[config.mk]
export PLATFORM = sky130hd
export DESIGN_NAME = inst_fetch_queue
export DESIGN_NICKNAME = d
export VERILOG_FILES = /design/src/rtl/inst_fetch_queue.sv
export SDC_FILE = /design/constraint.sdc
export NUM_CORES = 1
export LEC_CHECK = 0
export ABC_AREA = 1
export CORE_AREA = 2 2 155 157
export CTS_BUF_LIST = sky130_fd_sc_hd__clkbuf_4 sky130_fd_sc_hd__clkbuf_8
export DETAILED_ROUTE_END_ITERATION = 8
export DIE_AREA = 0 0 157 159
export GPL_TIMING_DRIVEN = 0
export PLACE_DENSITY = 0.87
export SETUP_SLACK_MARGIN = 0.4
export SYNTH_ARGS = -nofsm -noshare
export SYNTH_HDL_FRONTEND = slang
export SYNTH_SLANG_ARGS = --single-unit
[constraint.sdc]
create_clock -name clk -period 10.1 [get_ports clk]
set_input_delay 1.01 -clock clk [delete_from_list [all_inputs] [get_ports clk]]
set_output_delay 1.01 -clock clk [all_outputs]
set_load 0.005 [all_outputs]
[src/rtl/inst_fetch_queue.sv]
// Instruction fetch unit: issues sequential fetches under a credit limit and
// buffers returned words with their pcs in a small FIFO for decode.
module inst_fetch_queue #(
  parameter int          DEPTH    = 4,
  parameter int          MAX_OUT  = 2,
  parameter logic [31:0] RESET_PC = 32'h0000_0000
) (
  input  logic        clk,
  input  logic        rstn,
  input  logic        redirect_valid,
  input  logic [31:0] redirect_pc,
  output logic        imem_req_valid,
  output logic [31:0] imem_req_addr,
  input  logic        imem_req_ready,
  input  logic        imem_resp_valid,
  input  logic [31:0] imem_resp_data,
  output logic        out_valid,
  output logic [31:0] out_inst,
  output logic [31:0] out_pc,
  input  logic        out_ready
);

  localparam int AW = $clog2(DEPTH);
  localparam int CW = AW + 1;
  localparam int OW = $clog2(MAX_OUT + 1);

  logic [31:0]   fetch_pc;
  logic [31:0]   resp_pc;
  logic [AW-1:0] head;
  logic [AW-1:0] tail;
  logic [CW-1:0] count;
  logic [OW-1:0] outstanding;
  logic [OW-1:0] drop_cnt;
  logic [31:0]   inst_mem [DEPTH];
  logic [31:0]   pc_mem   [DEPTH];

  logic          accept;
  logic          enq;
  logic          deq;
  logic          drop;
  logic [31:0]   in_use;
  logic [OW-1:0] out_after_resp;

  // Queued plus in-flight words may never exceed DEPTH, so a returning
  // response always has a free slot.
  assign in_use         = 32'(count) + 32'(outstanding);
  assign imem_req_valid = rstn && !redirect_valid &&
                          (outstanding < OW'(MAX_OUT)) && (in_use < 32'(DEPTH));
  assign imem_req_addr  = fetch_pc;
  assign accept         = imem_req_valid && imem_req_ready;

  assign drop           = imem_resp_valid && (drop_cnt != '0);
  assign enq            = rstn && !redirect_valid && imem_resp_valid && (drop_cnt == '0);
  assign out_valid      = (count != '0);
  assign deq            = rstn && !redirect_valid && out_valid && out_ready;
  assign out_inst       = inst_mem[head];
  assign out_pc         = pc_mem[head];

  assign out_after_resp = outstanding - OW'(imem_resp_valid);

  always_ff @(posedge clk) begin
    if (!rstn) begin
      fetch_pc    <= RESET_PC;
      resp_pc     <= RESET_PC;
      head        <= '0;
      tail        <= '0;
      count       <= '0;
      outstanding <= '0;
      drop_cnt    <= '0;
    end else if (redirect_valid) begin
      // Everything still in flight belongs to the old path and must be discarded.
      fetch_pc    <= redirect_pc;
      resp_pc     <= redirect_pc;
      head        <= '0;
      tail        <= '0;
      count       <= '0;
      outstanding <= out_after_resp;
      drop_cnt    <= out_after_resp;
    end else begin
      if (accept) fetch_pc <= fetch_pc + 32'd4;
      outstanding <= out_after_resp + OW'(accept);
      if (drop) drop_cnt <= drop_cnt - OW'(1);
      if (enq) begin
        tail    <= tail + AW'(1);
        resp_pc <= resp_pc + 32'd4;
      end
      if (deq) head <= head + AW'(1);
      case ({enq, deq})
        2'b10:   count <= count + CW'(1);
        2'b01:   count <= count - CW'(1);
        default: ;
      endcase
    end
  end

  always_ff @(posedge clk) begin
    if (enq) begin
      inst_mem[tail] <= imem_resp_data;
      pc_mem[tail]   <= resp_pc;
    end
  end

endmodule

* Yosys cells after proc, flatten, opt, wreduce, memory -nomap -nowiden *
Memories as Yosys holds them, arrays and structs flattened. A register that Yosys moved wholly into a read port is not among the register bits.
Index checks and enable logic that the tools add are counted.

storage, ports and cells
  output and inout port bits = 98
  flip-flop bits (word level) = 75
  input port bits = 70
  memories kept = 2
  memory bits (writable) = 256

memories
  memory    depth  bits a word  rd ports  clocked after memory_dff  wr ports  RTL line  RTL
  inst_mem  4      32           1         1                         1         34        logic [31:0] inst_mem [DEPTH];
  pc_mem    4      32           1         1                         1         35        logic [31:0] pc_mem [DEPTH];

cells by class
  equal/unequal tests = 2
  $lt $le $gt $ge = 2
  bitwise logic cells = 1
  $add $sub $neg = 10
  reduce and logical (&&, ||, !) cells = 18
  multiplexer cells = 14

operator list
  kind                                                        number
  2-to-1 mux 32 bit                                           4
  adder 32 x 3 -> 32 bit, second input constant               2
  2-to-1 mux 2 bit                                            7
  nonzero test 2 bit                                          5
  logical AND 1 bit                                           9
  one-hot mux 3 bit (2 select lines)                          1
  adder 2 x 1 -> 2 bit, second input constant                 2
  adder 3 x 2 -> 4 bit                                        1
  less-than comparator 4 x 3 -> 1 bit, second input constant  1
  adder 3 x 1 -> 3 bit, second input constant                 1
  nonzero test 3 bit                                          1
  subtractor 3 x 1 -> 3 bit, second input constant            1
  adder 2 x 1 -> 2 bit                                        1
  equality test 2 x 1 -> 1 bit, second input constant         1
  equality test 2 bit, second input constant                  1
  logical NOT 2 bit                                           1
  less-than comparator 2 bit, second input constant           1
  2-to-1 mux 1 bit                                            2
  OR reduction 2 bit                                          1
  subtractor 2 x 1 -> 2 bit                                   1
  subtractor 2 x 1 -> 2 bit, second input constant            1
  logical NOT 1 bit                                           1
  NOT 1 bit                                                   1

* Longest topological paths before layout *
Gate-level depths: netlist (run 1).

  depth in word-level cells = 7
  mapped depth = 12
  gate-level depth less buffers = 12

* Least setup slack after synthesis (run 1) *
OpenSTA, ideal clock, no wires.

  path type = input to register
  start = input port redirect_valid
  end = memory inst_mem[0][0], enable pin
  library setup time = 486 ps
  stages = 6
  slack = 5,335 ps
  arrival time = 4,279 ps
  path buffers = 1
  cell sequence = buf_6 -> inv_2 -> nand2_2 -> nor2_4 -> inv_2 -> nor2_1

on the way
  word-level cells in the longest chain between the ends = 6

ends and longest elaborated chain
  item                                    RTL line  RTL
  from (decl)                             10        input logic redirect_valid,
  logical NOT 1 bit                       53        assign enq = rstn && !redirect_valid && imem_resp_valid && (drop_cnt == '0);
  logical AND 1 bit (3 in series)         53
  2-to-1 mux 1 bit                        97        if (enq) begin
  2-to-1 mux 1 bit (not written as such)  98        inst_mem[tail] <= imem_resp_data;
  to (decl)                               34

Every way passes these cells.

==> metrics.yaml, run 1 <==
maxCapViolCount: 0
drc: 0
postPlaceCellArea_um2: 16500
final_cell_mix: "256 x edfxtp_1, 230 x nand2_1, 228 x nor2_1"
fillers: 1449
via_per_inst: 5.92
start_kind: "flop"
cpPeakStageDelay_ns: 0.55
place_congestion: 0.963
dieWidth_um: 157
cts.clk_slew.worst_paths_ns: 0.06
netlist_area_um2: 14300
root_buffer: "clkbuf_8"
synth_adder_area_share: 0.0110
ctsResizeCount: 0
crit_slowest_cell: "clkdlybuf4s50_1"
cts_buffer_depth: 3
fmax_ghz: 0.242
yosys_warnings: 0
hold_buffers: 0
seq_area_um2: 9230
fp.dieH_um: 159
setup_viol: 0
yosys.area_share.simple: 0.164
dieArea_um2: 25000
synthXorXnorAreaFrac: 0.00920
cp_common_cell: "clkbuf_1"
postRouteAntennaNets: 0
nets: 1708
route.vias.total: 11700
initial_utilization: 0.616
wire_per_inst_um: 19.3
grt_pass1_wl_um: 59600
clock-sinks: 333
core-area_um2: 23200
fin_cells: 1985
relSlewSlack: 0.550
final.setup.tns_ns: 0
synth_top_family_by_area: "simple AND/OR/NAND/NOR gates"
grt_pass1_vias: 11600
synth_edf_count: 256
critical_path_arrival_ns: 3.12
syn_inst: 1400
rsz0062_at_grt: "no"
synthArstFlopShare: 0
cts_inserted_buffers: 50
status: "finished, final reports clean"
grt_max_degree: 32
hp-class: "flop to flop"
firstDrtPassIters: 8
dp_cells: 1893
antenna_found_initial: 0
synth_mux_area_frac: 0
synth_compound_area_frac: 0.127
powerDensity_nw_per_um2: 162
ys_seq_area_frac: 0.646
leakagePower_nw: 6.13
tritoncts: "done"
htree_num_levels: 2
overflow: 0
drt_iter0_markers: 1515
path_class: "flop to output port"
critical_path_required_ns: 9.09
fin_crit_sh: 0.408
clk_latency_ns: 0.58
ioPinCount: 168
final.min_clock_period_ns: 4.13
finalInstanceArea_um2: 17600
crit_fanout: 10
total_power_mw: 2.84
post-dp-hpwl_um: 25200
synth-seq-cells: 333
syn_area_per_cell_um2: 10.2
synth.net_count: 1482
multi_input_area_um2: 4480
diodes: 0
ys_types: 42
syn_to_final_growth_pct: 22.9
post_cts_buffers: 0
slew_viol_final: 0
path_cells: "buf_2, clkbuf_1, clkbuf_1, nor2_1, o22ai_1, clkdlybuf4s50_1"
ir_drop_mv: 0.0943
io_buffer_count: 166
mostFrequentLayoutCell: "edfxtp_1"
end_kind: "output port"
tightest_slew_ns: 0.675
synthFlopType: "edfxtp_1"
fin_util: 0.757
wl_um: 38300
finalHoldViolations: 0
rows: 56
grt_usage: 0.305
clock_skew_ns: 0.0104
drive_gt1_frac: 0.0786
synthesized netlist by cell type, types with 5 or more instances:
cell	count	area, um^2
clkbuf_1	46	173
a21oi_1	52	260
o21ai_0	166	831
nand3_1	57	285
nand2_1	230	863
nor2_4	5	56.3
buf_4	5	37.5
inv_2	5	18.8
xor2_1	13	114
inv_1	81	304
a21boi_0	19	143
ha_1	11	138
buf_2	8	40.0
a31oi_1	13	81.3
dfxtp_1	77	1540
nor2_1	232	871
edfxtp_1	256	7690
nand3b_1	13	97.6
nand4_1	7	43.8
nor3_1	5	25.0
o22ai_1	66	413
cell type report:
type | instances | area share
clock inverter | 20 | 0.00698
inverter | 87 | 0.0186
tap | 319 | 0.0227
clock buffer | 72 | 0.0514
timing repair buffer | 174 | 0.104
buffer | 63 | 0.0160
multi-input combinational | 917 | 0.255
sequential | 333 | 0.526
routing by layer:
layer	vias up	global-route usage	wire length [um]
li1	5362	-	-
met1	5512	0.398	14700
met2	759	0.515	18600
met3	112	0.0547	3930
met4	0	0.103	1130
met5	-	0	0
sequential cells by signal (all words and copies together), names as in the netlist, named ones only:
signal         flops
inst_mem         128
head               2
pc_mem           128
imem_req_addr     32
count              3
tail               2
outstanding        2
resp_pc           32
drop_cnt           2
through the flow:
step                worst slack, ns  hold slack, ns
CTS                            6.05           0.488
detailed placement             6.47           0.465
global route                   5.84           0.533
floorplan                      5.33           0.436
global placement               2.90           0.449
finish                         5.97           0.491
path summary, 6_finish.rpt:
| kind | start | endpoint | depth (start not counted) | slack (ns) |
|---|---|---|---|---|
| setup / recovery | flop | out_inst[19] | 6 | 5.97 |
| hold / removal | count[2] | count[2] | 2 | 0.49 |
| setup reg to reg | drop_cnt[0] | pc_mem[1][22] | 8 | 7.67 |
| hold reg to reg | count[2] | count[2] | 2 | 0.49 |
power by group:
| group | internal [mW] | switching, mW | total (mW) | leakage, nW |
|---|---|---|---|---|
| clock network | 0.604 | 0.515 | 1.12 | 0.549 |
| registers | 1.51 | 0.0351 | 1.54 | 2.98 |
| logic | 0.0884 | 0.0951 | 0.184 | 2.60 |
| total | 2.20 | 0.645 | 2.84 | 6.13 |
worst max-delay path, delay by kind of cell (launching register included):
kind                   cells  cell delay [ns]
AOI/OAI and AO/OA          1             0.22
buffers and inverters      4             1.80
DFF                        1             0.40
and+or+nand+nor            1             0.12
cell families after synthesis:
family / after synthesis
fa+ha+maj: 12
compound gates: 328
flops: 333
simple gates: 562
xor+xnor: 15
buf+inv: 150
Note: power is estimated with default switching activity, not from simulation.
==> run 2: changes to the inputs <==
--- a/config.mk
+++ b/config.mk
@@ -6,12 +6,12 @@
 export NUM_CORES = 1
 export LEC_CHECK = 0
 export ABC_AREA = 1
-export CORE_AREA = 2 2 155 157
+export CORE_AREA = 2 2 169 171
 export CTS_BUF_LIST = sky130_fd_sc_hd__clkbuf_4 sky130_fd_sc_hd__clkbuf_8
 export DETAILED_ROUTE_END_ITERATION = 8
-export DIE_AREA = 0 0 157 159
+export DIE_AREA = 0 0 171 173
 export GPL_TIMING_DRIVEN = 0
-export PLACE_DENSITY = 0.87
+export PLACE_DENSITY = 0.77
 export SETUP_SLACK_MARGIN = 0.4
 export SYNTH_ARGS = -nofsm -noshare
 export SYNTH_HDL_FRONTEND = slang
==> constraint.sdc (replaced) <==
create_clock -name clk -period 3.52 [get_ports clk]
set_input_delay 0.352 -clock clk [delete_from_list [all_inputs] [get_ports clk]]
set_output_delay 0.352 -clock clk [all_outputs]
set_load 0.005 [all_outputs]
==> run 2 against run 1 <==
Combinational power rose to 2.8 times the previous value. Sequential share of layout area down 0.55 points. Via count down 4.2%. Sequential cell count unchanged. Clock skew up 0.020 ns. Highest routed layer unchanged. Largest power group unchanged.
==> metrics.yaml, run 2 (same netlist as run 1, synthesis figures left out) <==
status: "finished, final reports clean"  # unchanged
crit_fanout: 10  # unchanged
mostFrequentLayoutCell: "edfxtp_1"  # unchanged
clk_latency_ns: 0.59  # was 0.58 ns
whs_ns: 0.180  # was 0.491 ns
via_per_inst: 5.49  # was 5.92
io_buffer_count: 166  # unchanged
critical_path_arrival_ns: 2.67  # was 3.12 ns
end_kind: "output port"  # unchanged
slew_viol_final: 0  # unchanged
fin_util: 0.642  # was 0.757
grt_pass1_wl_um: 56600  # was 59,600 um
final_cell_mix: "256 x edfxtp_1, 230 x nand2_1, 228 x nor2_1"  # unchanged
start_kind: "flop"  # unchanged
htree_num_levels: 2  # unchanged
syn_to_final_growth_pct: 24.2  # was 22.9%
cts_buffer_depth: 3  # unchanged
path_cells: "clkbuf_4, clkbuf_2, clkbuf_4, nor2_1, o22ai_1, clkdlybuf4s50_1"  # was buf_2, clkbuf_1, clkbuf_1, nor2_1, o22ai_1, clkdlybuf4s50_1
cts_inserted_buffers: 51  # was 50
fmax_ghz: 0.331
cts.clk_slew.worst_paths_ns: 0.07  # was 0.06 ns
clock_skew_ns: 0.0309  # was 0.0104 ns
leakagePower_nw: 6.23  # was 6.13 nW
largestRegisters: "inst_mem: 128 flops, pc_mem: 128 flops"  # unchanged
critical_path_required_ns: 3.17  # was 9.09 ns
drt_iter0_markers: 995  # was 1,515
hp-class: "input pin to flop"  # was flop to flop
post-dp-hpwl_um: 25000  # was 25,200 um
final.min_clock_period_ns: 3.02
fin_crit_sh: 0.859
fillers: 2145  # was 1,449
cpPeakStageDelay_ns: 0.55  # about the same
rsz0062_at_grt: "yes"  # was no
ioPinCount: 168  # unchanged
ir_drop_mv: 0.233  # was 0.0943 mV
finalInstanceArea_um2: 17700  # was 17,600 um^2
clock-sinks: 333  # unchanged
total_power_mw: 8.24  # was 2.84 mW
place_congestion: 0.924  # was 0.963
final.setup.tns_ns: 0  # unchanged
drc: 0  # unchanged
nets: 1709  # was 1,708
setup_viol: 0  # unchanged
route.vias.total: 11300  # was 11,700
fp.dieH_um: 173  # was 159 um
grt_usage: 0.243  # was 0.305
cp_common_cell: "clkbuf_4"  # was clkbuf_1
tritoncts: "done"  # unchanged
root_buffer: "clkbuf_8"  # unchanged
core-area_um2: 27600  # was 23,200 um^2
tightest_slew_ns: 0.732  # was 0.675 ns
powerDensity_nw_per_um2: 464  # was 162 nW/um^2
rows: 61  # was 56
firstDrtPassIters: 7  # was 8
grt_pass1_vias: 10800  # was 11,600
antenna_found_initial: 0  # unchanged
relSlewSlack: 0.512  # was 0.550
path_class: "flop to output port"  # unchanged
grt_max_degree: 30  # was 32
postRouteAntennaNets: 0  # unchanged
dieArea_um2: 29600  # was 25,000 um^2
maxCapViolCount: 0  # unchanged
initial_utilization: 0.517  # was 0.616
dieWidth_um: 171  # was 157 um
diodes: 0  # unchanged
wl_um: 36600  # was 38,300 um
wire_per_inst_um: 17.9  # was 19.3 um
crit_slowest_cell: "clkdlybuf4s50_1"  # unchanged
drive_gt1_frac: 0.0976  # was 0.0786
finalHoldViolations: 0  # unchanged
overflow: 0  # unchanged
postPlaceCellArea_um2: 16600  # was 16,500 um^2
[run 2: cell types whose count changed in the layout (fill, tap and decap cells not counted), moves of 3 or more]
| cell | change |
|---|---|
| buf_2 | +3 |
| clkbuf_1 | -21 |
| clkbuf_2 | +10 |
| clkbuf_4 | +12 |
| clkinv_1 | -6 |
| clkinv_2 | +5 |
[run 2: worst max-delay path, delay by kind of cell, from the launching register on]
| kind | cells | cell delay, ns |
|---|---|---|
| simple gates | 1 | 0.07 |
| buf+inv | 4 | 1.40 |
| compound gates | 1 | 0.19 |
| flops | 1 | 0.44 |
[run 2: metrics by stage]
step | instances | worst slack, ns
floorplan | 1400 | -0.587
global placement | 1944 | -3.21
detailed placement | 1952 | 0.514
CTS | 2048 | 0.392
global route | 2048 | 0.383
finish | 2048 | 0.497
[run 2: worst paths after layout]
path,cells past startpoint,start,endpoint,slack [ns]
max reg2reg,8,drop_cnt[0],pc_mem[1][28],1.12
max,6,flop,out_inst[13],0.50
min,4,redirect_valid,count[2],0.18
min reg2reg,2,imem_req_addr[1],imem_req_addr[1],0.47
[run 2: power by group]
| group | leakage (nW) | internal, mW | switching [mW] | total [mW] |
|---|---|---|---|---|
| combinational | 2.67 | 0.254 | 0.267 | 0.520 |
| sequential | 2.98 | 4.32 | 0.101 | 4.42 |
| clock | 0.585 | 1.79 | 1.51 | 3.30 |
| total | 6.23 | 6.36 | 1.88 | 8.24 |
[run 2: metal layers]
metal  GRT usage  wire length, um  share of wire  vias to the layer above
li1            -                -              -                     5361
met1       0.333            15600           0.43                     5314
met2       0.394            17200           0.47                      501
met3      0.0455             3070          0.084                       74
met4      0.0710              766          0.021                        0
met5           0                0              0                        -
[run 2: repair_timing]
action / CTS / global route
gates resized for setup: 17 / 30
buffers inserted: 0 / 0
hold buffers: 0 / 0
gates cloned: 0 / 0
endpoints found under the setup margin: 64 / 42
pin swaps: 0 / 1
endpoints found under the hold margin: 0 / 0
[run 2: cell type report]
| cell class | count | area (um^2) | area share |
|---|---|---|---|
| Multi-Input combinational cell | 917 | 4480 | 0.252 |
| Timing Repair Buffer | 174 | 1830 | 0.103 |
| Sequential cell | 333 | 9230 | 0.520 |
| Inverter | 87 | 327 | 0.0184 |
| Clock buffer | 75 | 926 | 0.0522 |
| Buffer | 63 | 330 | 0.0186 |
| Clock inverter | 21 | 155 | 0.00874 |
| Tap cell | 378 | 473 | 0.0266 |
==> edit 1: new RTL, settings of run 2 <==
The parameter `MAX_OUT` goes from 2 to 1.
--- a/src/rtl/inst_fetch_queue.sv
+++ b/src/rtl/inst_fetch_queue.sv
@@ -3,5 +3,5 @@
 module inst_fetch_queue #(
   parameter int          DEPTH    = 4,
-  parameter int          MAX_OUT  = 2,
+  parameter int          MAX_OUT  = 1,
   parameter logic [31:0] RESET_PC = 32'h0000_0000
 ) (
Behaviour: not the same (Yosys sat finds a counterexample within 4 cycles, from zero or initial values and one cycle with rstn low).
==> edit 1 against run 2 <==
Area after synthesis down 1.1%; die area did not move; critical path depth is 1 higher; worst setup slack lost 0.021 ns; sequential cell count down 2; routed wire length rose by 0.28%; total power is 3.5% lower; final area fell by 1.2%.
==> edit 1: results <==
[outcome]
status = "complete, no violations"

[power_and_ir_drop]
intPower_mw = 6.14
ir_worst_vdd_v = 0.000216
comb-power_uw = 486
p_leak_nw = 6.23
pwr-share-clk_pct = 38.8

[timing]
max_freq_ghz = 0.329
clock_skew_ns = 0.0305
tightest_slew_ns = 0.748

[placement]
gp_congestion = 0.917
dpl.hpwl_um = 25200
pre_cts_ws_ns = 0.549
placed_area_mm2 = 0.0165

[yosys]
synthesis.nets = 1485
yosys-top-cells-count = "256 x edfxtp_1, 250 x nand2_1, 230 x nor2_1, 178 x o21ai_0, 107 x inv_1"
synth_cell_type_count = 37
synthTopCellsByArea = "edfxtp_1 54%, dfxtp_1 11%, nand2_1 6.6%, o21ai_0 6.3%, nor2_1 6.1%"
ys_seq_area_share_pct = 65.0

[drt]
drt-total-wl_um = 36700
num_vias = 11200
firstDrtPassIters = 6
drtIter0Drc = 1211

[global_routing]
grt_max_degree = 29

[cells_and_area]
fillCellCount = 2173
nets = 1712
drive_gt1_share_pct = 8.72
area_growth_pct = 24.1
n_antenna_cell = 0

[setup_path]
worstPathArrival_ns = 2.69
==> edit 1: cell count changes in the layout (fill, tap and decap cells not counted), sizes merged, moves of 11 or more <==
cell | run 2 | this run
inv | 88 | 112
nand2 | 234 | 254
a21boi | 19 | 0
o21ai | 168 | 181
nand3b | 13 | 1
clkbuf | 119 | 108
==> edit 1: routing by layer <==
metal  up-vias  share of wire [%]  GRT usage, %
met2       530                 47          39.6
li1       5313                  -             -
met3        89                9.1          4.72
met5         -                  0             0
met1      5231                 41          33.2
met4         0                3.3          9.07
==> edit 1: kinds of logic (layout without fill, tap and decap cells) <==
logic type	after synthesis	in the layout	synth area share, %
fa+ha+maj	8	8	0.761
simple gates	554	554	15.8
buf+inv	173	440	4.98
flops	331	331	65.0
xor+xnor	22	22	1.36
compound gates	319	319	12.0
==> edit 1: final timing paths <==
kind / to / slack, ns / cells after the start / startpoint
setup / recovery: out_pc[10] / 0.48 / 7 / flip-flop
hold / removal: imem_req_addr[22] / 0.19 / 4 / redirect_valid
setup reg to reg: inst_mem[1][4] / 1.43 / 7 / drop_cnt
hold reg to reg: imem_req_addr[0] / 0.48 / 2 / imem_req_addr[0]
==> edit 1: repair_timing <==
item / CTS / global route
hold buffers: 0 / 0
setup endpoints to repair: 57 / 37
resized for setup: 16 / 24
==> edit 1: stage by stage <==
stage	std cells	power [mW]
finish	2052	7.95
global route	2052	8.20
CTS	2052	7.97
detailed placement	1960	4.94
global placement	1951	4.92
floorplan	1407	4.65
==> edit 1: cell type report <==
class,instances,area share (%)
buffer,61,1.72
clock buffer,71,5.00
clock inverter,21,0.606
inverter,112,2.46
multi-input combinational,903,24.5
sequential,331,52.4
tap,378,2.70
timing repair buffer,175,10.7
==> edit 2: new RTL, flow settings as in run 2 <==
Without the edit above. Make the reset (`rstn`) asynchronous in one clocked block.
--- a/src/rtl/inst_fetch_queue.sv
+++ b/src/rtl/inst_fetch_queue.sv
@@ -59,5 +59,5 @@
   assign out_after_resp = outstanding - OW'(imem_resp_valid);
 
-  always_ff @(posedge clk) begin
+  always_ff @(posedge clk or negedge rstn) begin
     if (!rstn) begin
       fetch_pc    <= RESET_PC;
Formal check against the unedited RTL: differs if rstn is asserted again (counterexample within 4 cycles, from zero or initial values and one cycle with rstn low); with rstn held inactive, the same outputs for 4 cycles.
==> edit 2 against run 2 <==
Total power is 9.1% higher; worst setup slack better by 0.019 ns; final area is 2.5% higher; die area stayed put; area after synthesis is 2.4% higher; sequential cell count is 2 lower; register-to-register slack better by 0.04 ns; clock skew is 0.019 ns lower; first-iteration DRC count is 8.7% higher; core utilization is 1.6 points higher; routed wire length is 1.3% higher; combinational power is 96% higher; critical path type unchanged.
==> edit 2: results <==
[outcome]
status = "complete, no violations"

[yosys]
synth_xor_area_share_pct = 1.08
synthTopCellsByArea = "edfxtp_1 53%, dfrtp_1 13%, nand2_1 8.4%, nor2_1 5.5%, o21ai_0 4.9%"
ys_seq_area_share_pct = 65.4
synthesis.nets = 1488
synth_compound_area_share_pct = 9.95
yosys-top-cells-count = "327 x nand2_1, 256 x edfxtp_1, 213 x nor2_1, 143 x o21ai_0, 81 x inv_1"
yosys_most_used_dff = "edfxtp_1"
synth_fa_ha_area_share_pct = 0.992
synth_cell_type_count = 38
async_reset_ff_share_pct = 22.7

[drt]
wl_met3_um = 2910
drtIter0Drc = 1082
wl_met2_um = 18100
firstDrtPassIters = 5
met1_length_um = 14900
viasPerCell = 5.45
wl_per_cell_um = 18.0

[setup_path]
timing.rr.start = "drop_cnt[0]"
path_max_fanout = 10
r2r.worst_path.cells = 7
r2r-end = "inst_mem[3][20]"
worstPathArrival_ns = 2.65
r2r_slack_ns = 1.16

[min_path]
holdCritPathClass = "input port to flip-flop"
hold_end = "resp_pc[4]"

[power_and_ir_drop]
ir_worst_vdd_v = 0.000288
p_leak_nw = 6.97

[timing]
relSlewSlack_pct = 47.0
setup_violations = 0
clock_skew_ns = 0.0116

[cells_and_area]
drive_gt1_share_pct = 10.3
nets = 1719
n_antenna_cell = 0
fillCellCount = 2078

[global_routing]
gr-usage-all-layers_pct = 25.0
antenna_found_initial = 0
first_global_vias = 11100
grt_pass1_wl_um = 57900
grt_max_degree = 52

[clock_tree]
hold_buffers = 1
numCtsBuffers = 52
cts-root-buf = "clkbuf_8"

[placement]
dpl.hpwl_um = 25500
gp_congestion = 0.917
placed_area_mm2 = 0.0170
[edit 2: cell count changes in the layout (fill, tap and decap cells not counted), sizes merged, moves of 6 or more]
cell,run 2,this run
nand2,234,332
a21oi,52,9
dfrtp,0,75
clkbuf,119,108
xnor2,2,8
nand3,57,65
o211ai,2,12
o21ai,168,144
buf,27,39
nor2,241,223
dfxtp,77,0
a31oi,13,1
[edit 2: stage by stage]
step	cells	hold slack [ns]	setup WS, ns
after CTS	2060	0.132	0.403
after detailed placement	1961	0.301	0.692
after floorplan	1407	0.0564	-0.519
after global routing	2060	0.223	0.383
final	2060	0.179	0.516
after global placement	1951	0.468	-6.00
[edit 2: area by class of cell]
type,instances,area [um^2],share of cell area (%)
multi-input cells,929,4460,24.5
plain buffers,62,384,2.11
clock buffers,74,900,4.94
repair buffers,177,1910,10.5
well taps,378,473,2.60
clock inverters,24,174,0.956
inverters,85,319,1.75
flip-flops and latches,331,9570,52.6
[edit 2: worst min-delay path, delay by kind of cell]
family	cells	cell delay [ns]
AOI/OAI and AO/OA	3	0.23
buffers and inverters	1	0.12
[edit 2: worst max path at each step]
stage	start	end	slack (ns)	cells after the start
6_report	head[1]	out_pc[17]	0.52	5
5_1_grt	head[1]	out_inst[30]	0.38	5
4_1_cts	head[0]	out_pc[10]	0.40	7
3_5_place_dp	head[0]	out_pc[17]	0.69	7
3_3_place_gp	rstn	inst_mem[0][1]	-6.00	6
2_1_floorplan	drop_cnt[0]	inst_mem[0][0]	-0.52	5
[edit 2: power breakdown]
part | switching, mW | internal, mW | total [mW]
Combinational | 0.532 | 0.488 | 1.02
Clock | 1.49 | 1.81 | 3.30
Sequential | 0.240 | 4.43 | 4.67
[edit 2: layer usage]
metal,global-route usage (%),vias up
li1,-,5315
met1,33.2,5331
met2,41.8,496
met3,4.10,76
met4,8.44,0
met5,0,-
